$ cat config.mk
export PLATFORM = sky130hd
export DESIGN_NAME = demux1to2_32bit_reg
export DESIGN_NICKNAME = d
export VERILOG_FILES = /design/src/rtl/demux1to2_32bit_reg_pkg.sv /design/src/rtl/demux1to2_32bit_reg_out_slot.sv /design/src/rtl/demux1to2_32bit_reg.sv
export SDC_FILE = /design/constraint.sdc
export NUM_CORES = 1
export LEC_CHECK = 0
export CAP_MARGIN = 30
export CELL_PAD_IN_SITES_DETAIL_PLACEMENT = 1
export CELL_PAD_IN_SITES_GLOBAL_PLACEMENT = 1
export CORE_MARGIN = 4
export CORE_UTILIZATION = 28
export DETAILED_ROUTE_END_ITERATION = 7
export GPL_TIMING_DRIVEN = 0
export PLACE_DENSITY_LB_ADDON = 0.25
export SETUP_SLACK_MARGIN = 0.4
export SYNTH_ARGS = -nofsm -noshare
export SYNTH_HDL_FRONTEND = slang
export SYNTH_SLANG_ARGS = --single-unit
$ cat constraint.sdc
create_clock -name clk -period 1.4 [get_ports clk]
set_input_delay 0.35 -clock clk [delete_from_list [all_inputs] [get_ports clk]]
set_output_delay 0.35 -clock clk [all_outputs]
set_load 0.02 [all_outputs]
$ cat src/rtl/demux1to2_32bit_reg_pkg.sv
// rtl/demux1to2_32bit_reg_pkg.sv - shared constants and types for the registered 1-to-2 word demux
package demux1to2_32bit_reg_pkg;

  localparam int WIDTH_DEF = 32;
  localparam int CNT_W_DEF = 16;

  localparam logic CH0 = 1'b0;
  localparam logic CH1 = 1'b1;

  typedef enum logic {
    EMPTY = 1'b0,
    FULL  = 1'b1
  } slot_state_e;

  // True when the select bit steers the input word to channel ch.
  function automatic logic routes_to(input logic sel, input logic ch);
    return (sel == ch);
  endfunction

endpackage

$ cat src/rtl/demux1to2_32bit_reg_out_slot.sv
// rtl/demux1to2_32bit_reg_out_slot.sv - one-entry registered output slot with wrap-around transfer counter
module demux_out_slot
  import demux1to2_32bit_reg_pkg::*;
#(
  parameter int WIDTH = WIDTH_DEF,
  parameter int CNT_W = CNT_W_DEF
) (
  input  logic             clk,
  input  logic             rst,
  input  logic             load_i,
  input  logic [WIDTH-1:0] data_i,
  input  logic             ready_i,
  output logic             valid_o,
  output logic [WIDTH-1:0] data_o,
  output logic             can_accept_o,
  output logic [CNT_W-1:0] count_o
);

  localparam logic [CNT_W-1:0] CNT_ONE = {{(CNT_W-1){1'b0}}, 1'b1};

  slot_state_e      state_q, state_d;
  logic [WIDTH-1:0] data_q, data_d;
  logic [CNT_W-1:0] count_q, count_d;
  logic             drain;

  // Next-state: a drain empties the slot, a load (possibly the same cycle) refills it.
  always_comb begin
    state_d      = state_q;
    data_d       = data_q;
    count_d      = count_q;
    drain        = (state_q == FULL) && ready_i;
    can_accept_o = (state_q == EMPTY) || ready_i;
    if (drain) begin
      state_d = EMPTY;
      count_d = count_q + CNT_ONE;
    end
    if (load_i) begin
      state_d = FULL;
      data_d  = data_i;
    end
  end

  // Slot state, word and counter registers; reset discards any buffered word.
  always_ff @(posedge clk) begin
    if (rst) begin
      state_q <= EMPTY;
      data_q  <= '0;
      count_q <= '0;
    end else begin
      state_q <= state_d;
      data_q  <= data_d;
      count_q <= count_d;
    end
  end

  assign valid_o = (state_q == FULL);
  assign data_o  = data_q;
  assign count_o = count_q;

endmodule

$ cat src/rtl/demux1to2_32bit_reg.sv
// rtl/demux1to2_32bit_reg.sv - registered 1-to-2 demux steering one stream into two handshaked channels
module demux1to2_32bit_reg
  import demux1to2_32bit_reg_pkg::*;
#(
  parameter int WIDTH = WIDTH_DEF,
  parameter int CNT_W = CNT_W_DEF
) (
  input  logic             clk,
  input  logic             rst,
  input  logic             in_valid,
  output logic             in_ready,
  input  logic             in_sel,
  input  logic [WIDTH-1:0] in_data,
  output logic             out0_valid,
  input  logic             out0_ready,
  output logic [WIDTH-1:0] out0_data,
  output logic             out1_valid,
  input  logic             out1_ready,
  output logic [WIDTH-1:0] out1_data,
  output logic [CNT_W-1:0] out0_count,
  output logic [CNT_W-1:0] out1_count
);

  logic can0, can1;
  logic load0, load1;
  logic in_fire;

  // in_ready follows the selected slot only, so a stalled channel never blocks the other.
  always_comb begin
    in_ready = routes_to(in_sel, CH1) ? can1 : can0;
    in_fire  = in_valid && in_ready;
    load0    = in_fire && routes_to(in_sel, CH0);
    load1    = in_fire && routes_to(in_sel, CH1);
  end

  demux_out_slot #(.WIDTH(WIDTH), .CNT_W(CNT_W)) u_slot0 (
    .clk          (clk),
    .rst          (rst),
    .load_i       (load0),
    .data_i       (in_data),
    .ready_i      (out0_ready),
    .valid_o      (out0_valid),
    .data_o       (out0_data),
    .can_accept_o (can0),
    .count_o      (out0_count)
  );

  demux_out_slot #(.WIDTH(WIDTH), .CNT_W(CNT_W)) u_slot1 (
    .clk          (clk),
    .rst          (rst),
    .load_i       (load1),
    .data_i       (in_data),
    .ready_i      (out1_ready),
    .valid_o      (out1_valid),
    .data_o       (out1_data),
    .can_accept_o (can1),
    .count_o      (out1_count)
  );

endmodule
# == After elaboration in Yosys (flattened, before gate mapping) ==
# Cells that the tools add are included.
# classes
n_addsub,2
muxes,5
bitwise,3
n_reduce_logical,9
# op_table
op,n
$add 16x1->16 const B,2
$logic_and 1x1->1,5
$mux 1,5
$reduce_bool 2->1,2
$not 1->1,3
$logic_or 1x1->1,2
# totals
regBits,98
output_inout_bits,99

# == Longest topological paths before layout ==
# Gate-level depths: netlist of the first run.
# logic_depth
word_depth,6
depth_mapped,6
depth_no_buf,5

# == By module ==
# From an unflattened synthesis of the first run, not the netlist that was laid out.
# hier_totals
cells_unflattened,379
hier_area_um2,3768.6
# modules_own_cells
module,n_inst,cells_each,area_per_inst_um2,seq_area_each_um2
demux_out_slot,2,188,1868.0,980.9
demux1to2_32bit_reg,1,3,32.5,0.0

# == Least setup slack after synthesis of the first run ==
# Ideal clock, no wire load.
# synth_path
path_type,flip-flop to flip-flop
start,register u_slot0.count_q[4] (netlist: u_slot0.count_o[4])
end,register u_slot0.count_q[13] (netlist: u_slot0.count_o[13])
setup_time_ps,123
arrival_ps,1521
required_time_ps,1277
setup_slack_ps,-245
stages_incl_launch_ff,5
n_path_buf,0
synth_period_minus_slack_ps,1645
path_cell_list,dfxtp_1 -> nand4_4 -> nor4_4 -> nand4_1 -> mux2_1
# synth_via
elab_chain_len,1
# synth_rtl
element,line,source
start: declaration,demux1to2_32bit_reg_out_slot.sv:23,"logic [CNT_W-1:0] count_q, count_d;"
start signal: assignment,demux1to2_32bit_reg_out_slot.sv:52,count_q <= count_d;
$add 16x1->16,demux1to2_32bit_reg_out_slot.sv:35,count_d = count_q + CNT_ONE;
# No other way between the ends.
# A chain may end at the register's enable or synchronous reset.

# == Worst setup path after layout of the first run ==
# layout_path
start,register u_slot0.state_q (netlist: u_slot0.valid_o)
end,register u_slot0.count_q[13] (netlist: u_slot0.count_o[13])
# layout_via
elab_chain_len,1
# layout_rtl
element,line,source
start: declaration,demux1to2_32bit_reg_out_slot.sv:21,"slot_state_e state_q, state_d;"
start signal: assignment,demux1to2_32bit_reg_out_slot.sv:50,state_q <= state_d;
$logic_and 1x1->1,demux1to2_32bit_reg_out_slot.sv:31,drain = (state_q == FULL) && ready_i;
# No other way between the ends.

==> metrics.txt, run 1 <==
fin crit period=1.541 ns; Post-Synth Simple-Gate Area=0.2615; DR vias=4222; Detailed Place HPWL=9363 µm; Starting Density=0.2910; Final WS setup=-0.1412 ns; max-cap viol count=0; WL/cell=19.70 µm; Antenna Cells=0; final worst-path cycle share=1.101; crit end category=flop; main combinational cell family by area after synthesis=simple AND/OR/NAND/NOR gates; clock insertion delay at the later pin of the skew report=0.34 ns; Post-Syn Area=3732 µm²; pwr dens=819.7 nW/µm²; violated checks=setup timing; chip height=123.5 µm; RSZ-0062 raised after global routing=true; Setup CP Type=reg -> reg; Setup crit end=u_slot0.count_o[13]; pre-CTS setup slack=-0.9698 ns; Max-slew headroom=0.7565; outcome=finished with violations; syn_nets=495; # IOs=137; Yosys top cell area share=0.5256; Via density=4.875; Cells after Synth=455; Die ar.=15240 µm²; Clock Sinks=98; iteration-0 DRC count of the detailed router=159; commonest non-fill, non-tap cells in the layout=buf_6 (124), nand2_1 (84), dfxtp_2 (71), buf_4 (55), a21oi_2 (54); residual DRC count=0; CTS buffer count=9; CTS tree=done; Root Driver=clkbuf_16; Worst Path Arrival=1.77 ns; xor/xnor cell area share of the yosys netlist=0.04693; Ys Warns=0; Die X=123.5 µm; register bit count reported by yosys=98; multi-input logic area=2436 µm²; Storage cell area=2152 µm²; First-pass DRT Iterations=4; crit path from=u_slot0.valid_o; vias in the first global route=4450; CP startpoint kind=flop; leakage=3.290 nW; Placer Congestion=0.7837; reg2reg start=u_slot0.valid_o; Hold Path Class=in -> reg; clock input transition at the sequential cells of the worst setup and hold paths=0.07 ns; area leader, netlist=dfxtp_1; FF-to-FF setup slack=-0.14 ns; Post-DRT Antenna Nets=0; first-pass GRT wire length=23050 µm; CTS Hold Buffers Added=0; final net count=729; CP Max Fanout=4; largest net degree at the start of global routing=16; Worst VDD drop=0.4419 mV; share of cells above drive strength 1=0.6902; Slew @ Worst Pin=0.3653 ns; Post-DP Area=5594 µm²; most common cell after layout, fill and taps aside=buf_6; total gr overflow=0; clk_skew=0.006449 ns; Synth Area in Compound Gates=0.1197; Fillers=1354; fin area=7823 µm²; Area growth syn-to-layout=109.6%; Final Max Tran Viols=0; number of H-tree levels=3; core area=12820 µm²; sequential share of the synthesized area=0.5256; clock buffer depth=2; row cnt=41; Fin Hold WS=0.3490 ns; Mean Syn Cell Area=8.203 µm²; worst-case reg-to-reg path depth=5; Buffers on Ports=136; Setup violations, final=22; adder-cell share of the synthesized area=0.006705; RR Endpoint=u_slot0.count_o[13]; Max Clk Rate=648.8 MHz; Area contributors post-synth=dfxtp_1 (53%), nand2_1 (14%), a21oi_1 (10%); unique cell type count in the Yosys netlist=34; antenna violations before repair=0; Worst EP required=1.63 ns; mux cell area share after synthesis=0.006034; final hold violations=0; Pwr Total=6.412 mW; GRT Overall Usage=0.1949; detailed-route wire length=17060 µm
-- cells by family (layout without fill, tap and decap cells) --
kind of cell / count (synthesis) / after routing
buffers and inverters: 29 / 268
XOR/XNOR: 20 / 20
AO/OA/AOI/OAI: 86 / 86
AND/OR/NAND/NOR: 218 / 218
adder cells (fa/ha/maj): 2 / 2
multiplexers: 2 / 2
flip-flops: 98 / 98
-- metrics by stage --
stage,TNS [ns],std cells,utilization
after floorplan,-0.02719,455,-
after global placement,-50.90,763,0.4362
after detailed placement,-55.33,763,0.4362
after CTS,-0.5460,837,0.5495
after global routing,-3.075,866,0.6100
final,-1.181,866,0.6100
-- synthesized netlist by cell type (all sizes together) --
cell type and instances:
and4 3, nor2 27, nand2 139, ha 2
nor2b 1, and3b 1, xnor2 12, nor3 6
nand3 12, a21oi 77, clkbuf 16, o31ai 2
inv 3, buf 10, xor2 8, nor4 5
o21ai 4, mux2 2, and3 1, nand4 10
a31o 3, dfxtp 98, or3 4, nand3b 1
or4 2, nand2b 5, nor3b 1
-- power breakdown --
part           switching (mW)  total [mW]  internal [mW]
clock network            1.07        2.33           1.26
registers              0.0772        2.93           2.85
logic                   0.567        1.16          0.589
-- registers in the layout (all words and copies together), names as in the netlist --
name,flops
u_slot1.valid_o,1
u_slot0.valid_o,1
u_slot1.count_o,16
u_slot0.count_o,16
u_slot0.data_o,32
u_slot1.data_o,32
-- layer usage --
metal / wire (µm) / share of wire / GRT usage
met1: 6607 / 0.39 / 0.2183
met5: 0 / 0 / 0
met3: 774 / 0.045 / 0.04712
met4: 232 / 0.014 / 0.06990
met2: 9441 / 0.55 / 0.3571
-- layout make-up --
cell class | count | area share
Inverter | 3 | 0.001440
Sequential cell | 98 | 0.2751
Buffer | 26 | 0.04687
Clock inverter | 4 | 0.003199
Multi-Input combinational cell | 328 | 0.3114
Tap cell | 172 | 0.02751
Timing Repair Buffer | 223 | 0.3029
Clock buffer | 12 | 0.03151
-- what timing repair did --
action | 4_1_cts | 5_1_grt
gates cloned | 5 | 3
setup buffers | 53 | 26
gates resized for setup | 787 | 138
pin swaps | 30 | 53
setup endpoints to repair | 197 | 195
hold endpoints to repair | 0 | 0
-- worst min path at each step --
stage                                  start                  to  cells past startpoint
after floorplan                  in_data[22]  u_slot0.data_o[22]                      2
after global placement    u_slot0.data_o[12]  u_slot0.data_o[12]                      2
after detailed placement  u_slot0.data_o[12]  u_slot0.data_o[12]                      2
after CTS                         out0_ready  u_slot0.count_o[1]                      3
after global routing              out1_ready  u_slot1.count_o[1]                      3
final                             out1_ready  u_slot1.count_o[1]                      3
-- worst max-delay path, cell delays in order, from the launching register on --
cell and delay, ns:
dfxtp_4 0.38, buf_6 0.11, nand3_4 0.09, nor4_4 0.36, nand4_1 0.16, mux2_4 0.32
No activity file was read; power rests on OpenSTA's default activity.
==> inputs of run 2 (changes only) <==
- CAP_MARGIN: 30 -> 20
- RECOVER_POWER: unset -> 100
==> run 2 against run 1 <==
The run still ends with setup timing left. Power about the same. Non-clock buffer count unchanged. Wire length unchanged. Sequential power about the same. Sequential share of layout area unchanged. Setup slack unchanged. Utilization unchanged. Hold slack about the same. Register-to-register slack about the same. Highest routed layer unchanged.
==> metrics.txt, run 2 (synthesized netlist as in run 1, its figures left out) <==
CTS buffer count=9 (unchanged); chip height=123.5 µm (unchanged); Setup CP Type=reg -> reg; clk_skew=0.006449 ns (unchanged); share of cells above drive strength 1=0.6902 (unchanged); Detailed Place HPWL=9363 µm (unchanged); multi-input logic area=2436 µm² (unchanged); Worst VDD drop=0.4419 mV (about the same); vias in the first global route=4450 (unchanged); Hold Path Class=in -> reg; Area growth syn-to-layout=109.6% (unchanged); first-pass GRT wire length=23050 µm (unchanged); First-pass DRT Iterations=4 (unchanged); # IOs=137 (unchanged); Placed Cells=763 (unchanged); final worst-path cycle share=1.101 (unchanged); Pint=4.697 mW (about the same); Fillers=1354 (unchanged); largest net degree at the start of global routing=16 (unchanged); Storage cell area=2152 µm² (unchanged); Worst EP required=1.63 ns (about the same); Worst Path Arrival=1.77 ns (about the same); commonest non-fill, non-tap cells in the layout=buf_6 (124), nand2_1 (84), dfxtp_2 (71), buf_4 (55), a21oi_2 (54); combinational power share=0.180 (about the same); max-cap viol count=0 (unchanged); Pwr Total=6.413 mW (about the same); Via density=4.876 (about the same); Setup violations, final=22 (unchanged); DR vias=4223 (+0.024%); Psw=1.716 mW (about the same); detailed-route wire length=17060 µm (unchanged); residual DRC count=0 (unchanged); crit end category=flop; Die ar.=15240 µm² (unchanged); Sequential Power Share=0.456 (about the same); Fin Hold WS=0.3489 ns (-0.00006300 ns); clock insertion delay at the later pin of the skew report=0.34 ns (about the same); CP startpoint kind=flop; CTS Hold Buffers Added=0 (unchanged); Final WS setup=-0.1412 ns (unchanged); outcome=finished with violations; core area=12820 µm² (unchanged); Max-slew headroom=0.7565 (unchanged); met3 WL=774 µm (unchanged); leakage=3.290 nW (unchanged); most common cell after layout, fill and taps aside=buf_6; clock buffer depth=2 (unchanged); crit path from=u_slot0.valid_o; iteration-0 DRC count of the detailed router=159 (unchanged); final hold violations=0 (unchanged); GRT Overall Usage=0.1949 (unchanged); number of H-tree levels=3 (unchanged); post-route insts no fill=866 (unchanged); Slew @ Worst Pin=0.3653 ns (unchanged); pwr dens=819.8 nW/µm² (about the same); Clock Sinks=98 (unchanged); Final Max Tran Viols=0 (unchanged); Antenna Cells=0 (unchanged); pre-CTS setup slack=-0.9698 ns (unchanged); Buffers on Ports=136 (unchanged); Starting Density=0.2910 (unchanged); Die X=123.5 µm (unchanged); final net count=729 (unchanged); total gr overflow=0 (unchanged); CP Max Fanout=4 (unchanged); fin area=7823 µm² (unchanged); clock network power share=0.363 (about the same); row cnt=41 (unchanged); violated checks=setup timing; top layer in use=met4; antenna violations before repair=0 (unchanged); Placer Congestion=0.7837 (unchanged); Post-DP Area=5594 µm² (unchanged); Max Clk Rate=648.8 MHz (unchanged); fin crit period=1.541 ns (unchanged); Root Driver=clkbuf_16; met1 WL=6607 µm (unchanged); WL/cell=19.70 µm (unchanged); DR WL met2=9441 µm (unchanged); clock input transition at the sequential cells of the worst setup and hold paths=0.07 ns (about the same); reg2reg start=u_slot0.valid_o; CTS tree=done; Min-Delay Startpoint=out1_ready; switch share=0.2676 (about the same); Post-DRT Antenna Nets=0 (unchanged); RSZ-0062 raised after global routing=true
## run 2: path summary, 6_finish.rpt
kind,end,slack [ns],cells past startpoint
worst max register to register,u_slot0.count_o[13],-0.14,5
worst min-delay path,u_slot1.count_o[1],0.35,3
worst max-delay path,u_slot0.count_o[13],-0.14,5
worst min register to register,u_slot1.data_o[21],0.46,2
## run 2: layer usage
metal / global-route usage / up-vias
met5: 0 / -
met4: 0.06990 / 0
met3: 0.04712 / 15
met2: 0.3571 / 102
met1: 0.2183 / 2104
li1: - / 2002
## run 2: repair_timing
item	4_1_cts	5_1_grt
endpoints found under the setup margin	197	195
gates cloned	5	3
pin swaps	30	53
resized for setup	787	138
buffers inserted	53	26
## run 2: power by group through the flow
stage | logic (mW) | clock network [mW] | registers [mW]
finish | 1.16 | 2.33 | 2.93
global route | 1.23 | 2.52 | 2.94
CTS | 0.991 | 2.39 | 2.93
detailed placement | 0.765 | 0 | 2.98
global placement | 0.749 | 0 | 2.98
floorplan | 0.244 | 0 | 3.08
## run 2: metrics by stage
stage,util,TNS [ns]
3_3_place_gp,0.4362,-50.90
6_report,0.6100,-1.189
5_1_grt,0.6100,-3.075
2_1_floorplan,-,-0.02719
3_5_place_dp,0.4362,-55.33
4_1_cts,0.5495,-0.5460
## run 2: area by class of cell
class                           instances  share of cell area
Buffer                                 26             0.04687
Multi-Input combinational cell        328              0.3114
Tap cell                              172             0.02751
Sequential cell                        98              0.2751
Timing Repair Buffer                  223              0.3029
Clock inverter                          4            0.003199
Clock buffer                           12             0.03151
Inverter                                3            0.001440
## run 2: worst max-delay path: stages (launching register included)
cell and delay (ns):
dfxtp_4 0.38, buf_6 0.11, nand3_4 0.09, nor4_4 0.36
nand4_1 0.16, mux2_4 0.32
